### src/rtl/rr_arbiter.sv
`default_nettype none
// +----------------------------------------------------------------------------+
// | rr_arbiter: round-robin arbiter feeding one registered valid/ready output    |
// | Rev 1.0 - initial release                                                    |
// +----------------------------------------------------------------------------+
module rr_arbiter #(
  parameter  int NUM_REQ    = 8,
  parameter  int DATA_WIDTH = 32,
  localparam int IDX_W      = $clog2(NUM_REQ)
) (
  input  logic                          clk_i,
  input  logic                          arst_i,
  input  logic [NUM_REQ-1:0]            req_valid_i,
  input  logic [NUM_REQ*DATA_WIDTH-1:0] req_data_i,
  output logic [NUM_REQ-1:0]            req_ready_o,
  output logic                          out_valid_o,
  output logic [DATA_WIDTH-1:0]         out_data_o,
  output logic [IDX_W-1:0]              out_idx_o,
  input  logic                          out_ready_i
);

  logic [IDX_W-1:0]      ptr_q, ptr_d;
  logic                  valid_q, valid_d;
  logic [DATA_WIDTH-1:0] data_q, data_d;
  logic [IDX_W-1:0]      idx_q, idx_d;

  logic                  can_accept;
  logic                  any_req;
  logic                  grant_en;
  logic                  found;
  logic [IDX_W-1:0]      winner;
  logic [DATA_WIDTH-1:0] data_sel;

  assign can_accept = !valid_q | out_ready_i;
  assign any_req    = |req_valid_i;
  assign grant_en   = can_accept & any_req;

  // Scan from ptr_q upward with an explicit wrap so non-power-of-two counts work.
  always_comb begin
    found    = 1'b0;
    winner   = '0;
    data_sel = '0;
    for (int k = 0; k < NUM_REQ; k++) begin
      int r;
      r = int'(ptr_q) + k;
      if (r >= NUM_REQ) r = r - NUM_REQ;
      if (!found && req_valid_i[r]) begin
        found  = 1'b1;
        winner = IDX_W'(r);
      end
    end
    for (int r = 0; r < NUM_REQ; r++) begin
      if (winner == IDX_W'(r)) data_sel = req_data_i[r*DATA_WIDTH +: DATA_WIDTH];
    end
  end

  for (genvar g = 0; g < NUM_REQ; g++) begin : g_ready
    assign req_ready_o[g] = grant_en & (winner == IDX_W'(g));
  end

  always_comb begin
    ptr_d   = ptr_q;
    valid_d = valid_q;
    data_d  = data_q;
    idx_d   = idx_q;
    if (grant_en) begin
      valid_d = 1'b1;
      data_d  = data_sel;
      idx_d   = winner;
      ptr_d   = (winner == IDX_W'(NUM_REQ - 1)) ? '0 : winner + 1'b1;
    end else if (out_ready_i) begin
      valid_d = 1'b0;
    end
  end

  always_ff @(posedge clk_i or posedge arst_i) begin
    if (arst_i) begin
      ptr_q   <= '0;
      valid_q <= 1'b0;
      data_q  <= '0;
      idx_q   <= '0;
    end else begin
      ptr_q   <= ptr_d;
      valid_q <= valid_d;
      data_q  <= data_d;
      idx_q   <= idx_d;
    end
  end

  assign out_valid_o = valid_q;
  assign out_data_o  = data_q;
  assign out_idx_o   = idx_q;

endmodule
`default_nettype wire

### config.mk
export PLATFORM = sky130hd
export DESIGN_NAME = rr_arbiter
export DESIGN_NICKNAME = d
export VERILOG_FILES = /design/src/rtl/rr_arbiter.sv
export SDC_FILE = /design/constraint.sdc
export NUM_CORES = 1
export LEC_CHECK = 0
export ABC_AREA = 1
export BUFFER_PORTS_ARGS = -buffer_cell sky130_fd_sc_hd__buf_2
export CAP_MARGIN = 40
export CORE_AREA = 2 2 120 122
export DETAILED_ROUTE_END_ITERATION = 12
export DIE_AREA = 0 0 122 124
export GPL_ROUTABILITY_DRIVEN = 0
export GPL_TIMING_DRIVEN = 0
export PLACE_DENSITY_LB_ADDON = 0.25
export SETUP_SLACK_MARGIN = 0.02
export SLEW_MARGIN = 5
export SYNTH_ARGS = -nofsm -noshare
export SYNTH_HDL_FRONTEND = slang
export SYNTH_SLANG_ARGS = --single-unit
export TNS_END_PERCENT = 1
### constraint.sdc
create_clock -name clk_i -period 4.8 [get_ports clk_i]
set_input_delay 0.72 -clock clk_i [delete_from_list [all_inputs] [get_ports clk_i]]
set_output_delay 0.72 -clock clk_i [all_outputs]
set_load 0.01 [all_outputs]
==> results of run 1 <==
==> sequential cells by signal (all words and copies together), names as in the netlist <==
signal and cells:
out_valid_o 1, out_data_o 32, ptr_q 3, out_idx_o 3
==> routing by layer <==
layer  up-vias  share of wire (%)  wire length (µm)  GRT usage [%]
li1       4041                  -                 -              -
met3        34                9.0              2072          4.121
met5         -                  0                 0              0
met1      3351                 43              9834          37.76
met2       382                 47             10790          49.13
met4         0                1.6               373          6.537
==> final cells by class <==
type / instances / area (µm²) / share of cell area (%)
Sequential cell: 39 / 975.9 / 12.67
Tap cell: 180 / 225.2 / 2.924
Multi-Input combinational cell: 816 / 3809 / 49.46
Clock inverter: 2 / 12.51 / 0.1625
Buffer: 79 / 404.1 / 5.248
Clock buffer: 6 / 128.9 / 1.673
Timing Repair Buffer: 311 / 1572 / 20.41
Inverter: 150 / 574.3 / 7.457
==> path summary, 6_finish.rpt <==
kind                               startpoint             end  cells after the start
max in group asynchronous              arst_i  out_data_o[30]                      3
worst max-delay path                 ptr_q[0]  req_ready_o[4]                     24
worst min-delay path                   arst_i  out_data_o[19]                      2
worst min register to register  out_data_o[0]   out_data_o[0]                      2
min in group clk_i              out_data_o[0]   out_data_o[0]                      2
worst max register to register       ptr_q[0]   out_data_o[8]                     27
==> logic make-up after synthesis <==
logic type                 after synthesis  share of synthesized area, %
and+or+nand+nor                        694                         53.69
DFF                                     39                         17.09
adders and majority gates                7                         1.533
xor gates and xnor gates                 5                        0.7668
AOI/OAI and AO/OA                      110                         9.858
buffers and inverters                  232                         17.06
==> per-stage QoR <==
| step | TNS [ns] | worst slack [ns] |
|---|---|---|
| floorplan | 0 | 0.6390 |
| global placement | -0.2389 | -0.2146 |
| detailed placement | -0.5979 | -0.2934 |
| CTS | 0 | 0.03463 |
| global route | 0 | 0.01284 |
| finish | 0 | 0.2862 |
==> placed cells by master (no fill, tap or decap), drive strengths merged <==
cell type  synthesis  layout
o221ai             1       1
dfrtp             39      39
clkinvlp           0       2
clkinv             1       1
inv              149     149
or2               32      32
nand3             94      94
xnor2              3       3
xor2               2       2
a21oi             32      32
clkbuf            36      41
nor3               7       7
ha                 7       7
nand2            373     373
nor2             117     117
o22ai              1       1
o21ai             74      74
and2               2       2
o2111ai            1       1
nand4             68      68
a31o               1       1
buf               46     355
nor4               1       1
==> results.ini, run 1 <==
[timing]
maxSlewViolCount = 0
fin_hold_ws_ns = 0.2869
setup_viol_count_final = 0
min_period_ns = 4.514
fin_crit_sh_pct = 94.04
rsz0062_at_grt = false
tightestPinTransition_ns = 0.6922
hold_viol = 0
skew_ns = 0.006362
slew_headroom_pct = 53.69
fmax_mhz = 221.5

[floorplan]
die_area_um2 = 15130
die_x_um = 122
start_util_pct = 41.63
core_area_um2 = 13720
rows = 43
io_pins = 311
die-height_um = 124

[critical_path]
start_kind = flip-flop
crit_path_end_kind = output pin
worstPathCellList = buf_4 -> inv_2 -> buf_6 -> ha_4 -> inv_4 -> nand3_1 -> nand3_1 -> nand2_2 -> nor2_4 -> nand2_2 -> nor2_2 -> inv_1 -> nand2_1 -> nand4_1 -> and2_2 -> inv_1 -> ha_1 -> buf_4 -> clkinvlp_4 -> nor2_8 -> inv_2 -> buf_6 -> nor2_1 -> buf_2
critPathKind = reg -> out
cp.required_ns = 4.08
crit_fanout = 10
critical_path.top_delay_family = buffers and inverters
path_buf_inv = 11
rrSetupSlack_ns = 0.58
cpPeakStageDelay_ns = 0.38
arrival_ns = 3.79
cp_slowest_cell = dfrtp_1

[cells_and_area]
finalInstanceArea_um2 = 7701
fillers = 1553
fin_nets = 1676
post-route-util_pct = 56.13
layout.cells.non_filler = 1583
area_delta_synth_final_pct = 34.83
antenna_cells = 0
drive_above_1_share_pct = 27.94

[grt]
grtUsageTotal_pct = 28.50
grt_max_degree = 37
overflow = 0
grt_pass1_vias = 6853
grt_first_pass_wirelength_um = 34000
antenna_found_initial = 0

[synth]
synth_area_leaders = nand2_1 (24%), dfrtp_1 (17%), inv_1 (9.6%)
yosysSeqAreaShare_pct = 17.09
yosysMostFrequentCell = nand2_1
syn_inst = 1087
yosysTopAreaCellShare_pct = 23.92
ys_types = 34
async_flop_share_pct = 100.0
netlist_area_um2 = 5712
synth_top_area_cell = nand2_1
synth_warnings = 0
avgSynthCellArea_um2 = 5.255
synth_edf_count = 0
yosys_register_bits = 39
syn-num-nets = 1361
synth_common_cells = nand2_1 (364), inv_1 (146), nor2_1 (113)
synth_ff_type = dfrtp_1

[clock_tree]
clock-sinks = 39
cts_tree = yes
clk_pin_slew_ns = 0.06
clock_latency_ns = 0.29
post-cts-setup-buffer-count = 0
clock_path_buffers = 2
cts_buffers = 5
cts_resized = 5
cts-htree-levels = 2
hold_buffers = 0
cts-root-buf = clkbuf_16

[drt]
final_antenna_net_count = 0
wl_per_cell_um = 14.58
drt_iter0_markers = 517
vias = 7808
viasPerCell = 4.932
first_pass_iters = 5
drc_errors = 0
routed_wl_um = 23070

[flow_run]
max_cap_viol_count = 0

[run_status]
status = finished, final reports clean

[placed_design]
placed_cells = 1578
hpwl_um = 19300
portBuffers = 310
place_area_um2 = 7508

[hold_path]
holdCritPathClass = in -> async

Power of run 1 is not shown: default switching activity piles up to over one toggle a cycle in this logic, so the estimate is an artifact.
==> inputs of run 2 (changes only) <==
- MAX_ROUTING_LAYER: default -> met4
==> run 2 against run 1 <==
Critical endpoint unchanged. Via count about the same. Flip-flop and latch count stayed put. Clock-buffer cell count is the same. Routed wire length increased by 0.16%. Worst setup slack hardly changed.
==> results.ini, run 2 (synthesis gave the netlist of run 1 again) <==
[critical_path]
critical_path.top_delay_family = buffers and inverters
crit_fanout = 10
cp.required_ns = 4.08
r2r-start = ptr_q[0]
crit_path_end_kind = output pin
path_buf_inv = 11
worstPathCellList = buf_4 -> inv_2 -> buf_6 -> ha_4 -> inv_4 -> nand3_1 -> nand3_1 -> nand2_2 -> nor2_4 -> nand2_2 -> nor2_2 -> inv_1 -> nand2_1 -> nand4_1 -> and2_2 -> inv_1 -> ha_1 -> buf_4 -> clkinvlp_4 -> nor2_8 -> inv_2 -> buf_6 -> nor2_1 -> buf_2
startpoint = ptr_q[0]
start_kind = flip-flop
arrival_ns = 3.79
critPathKind = reg -> out
cp_slowest_cell = dfrtp_1
cpPeakStageDelay_ns = 0.38

[drt]
final_antenna_net_count = 0
vias = 7806
first_pass_iters = 5
wl_per_cell_um = 14.60
drt_iter0_markers = 550
viasPerCell = 4.931
routed_wl_um = 23110
drc_errors = 0

[clock_tree]
clock_latency_ns = 0.29
clock_path_buffers = 2
cts-root-buf = clkbuf_16
post-cts-setup-buffer-count = 0
clk_pin_slew_ns = 0.06
clock-sinks = 39
hold_buffers = 0
cts_tree = yes
cts_resized = 5
cts-htree-levels = 2
cts_buffers = 5

[cells_and_area]
drive_above_1_share_pct = 27.94
antenna_cells = 0
most-common-layout-cells = nand2_1 (364), buf_2 (338), inv_1 (143), nor2_1 (113), nand3_1 (90)
fin_nets = 1676
layout_commonest_cell = nand2_1
largest_register_ffs = 32
area_delta_synth_final_pct = 34.83

[grt]
grtUsageMet3_pct = 2.701
use_met1_pct = 38.43
met2_usage_pct = 49.09
grt-busiest-layer = met2
overflow = 0
antenna_found_initial = 0
grt_pass1_vias = 6872
grtUsageTotal_pct = 29.27
grt_first_pass_wirelength_um = 33900
grt_max_degree = 37

[timing]
skew_ns = 0.005649
fin_crit_sh_pct = 94.03
setup_slack_ns = 0.2866
rsz0062_at_grt = false
setup_viol_count_final = 0
min_period_ns = 4.513
maxSlewViolCount = 0
hold_viol = 0
tightestPinTransition_ns = 0.6476
slew_headroom_pct = 56.67
fmax_mhz = 221.6

[floorplan]
die-height_um = 124
die_x_um = 122
io_pins = 311
die_area_um2 = 15130
rows = 43
core_area_um2 = 13720
start_util_pct = 41.63

[run_status]
status = finished, final reports clean

[flow_run]
max_cap_viol_count = 0

[placed_design]
place_ws_ns = -0.2934
portBuffers = 310
hpwl_um = 19300

[hold_path]
holdCritPathClass = in -> async

## run 2: worst reg2reg max path, delay by kind of cell (launching register included)
family                   cells  cell delay, ns
AND/OR/NAND/NOR             17            1.56
buffers and inverters        7            1.07
adder cells (fa/ha/maj)      3            0.80
flip-flops                   1            0.38
AO/OA/AOI/OAI                2            0.26
## run 2: per-stage QoR
stage / cell area (µm²) / utilization (%) / hold WS (ns) / std cells / TNS, ns
after floorplan: 5712 / - / 0.5154 / 1087 / 0
after global placement: 7488 / 54.58 / 0.4594 / 1577 / -0.2389
after detailed placement: 7508 / 54.73 / 0.4599 / 1578 / -0.5979
after CTS: 7650 / 55.76 / 0.2884 / 1583 / 0
after global routing: 7701 / 56.13 / 0.2971 / 1583 / 0
final: 7701 / 56.13 / 0.2881 / 1583 / 0
## run 2: metal layers
| layer | vias to the layer above | wire length [µm] |
|---|---|---|
| li1 | 4037 | - |
| met1 | 3336 | 9951 |
| met2 | 396 | 10770 |
| met3 | 37 | 1944 |
| met4 | 0 | 444 |
| met5 | - | 0 |
## run 2: final cells by class
class | instances | area (µm²)
Fill cell | 1553 | 6018
Multi-Input combinational cell | 816 | 3809
Timing Repair Buffer | 311 | 1572
Sequential cell | 39 | 975.9
Inverter | 150 | 574.3
Buffer | 79 | 404.1
Tap cell | 180 | 225.2
Clock buffer | 6 | 128.9
Clock inverter | 2 | 12.51
## run 2: worst paths after layout
| kind | endpoint | cells past startpoint | slack [ns] |
|---|---|---|---|
| worst max register to register | out_data_o[7] | 29 | 0.60 |
| worst min-delay path | out_data_o[19] | 2 | 0.29 |
| worst min register to register | out_data_o[0] | 2 | 0.47 |
| worst max-delay path | req_ready_o[4] | 24 | 0.29 |
| min in group clk_i | out_data_o[0] | 2 | 0.47 |
| max in group asynchronous | out_idx_o[1] | 3 | 4.10 |
Power of run 2 is left out for the same reason.
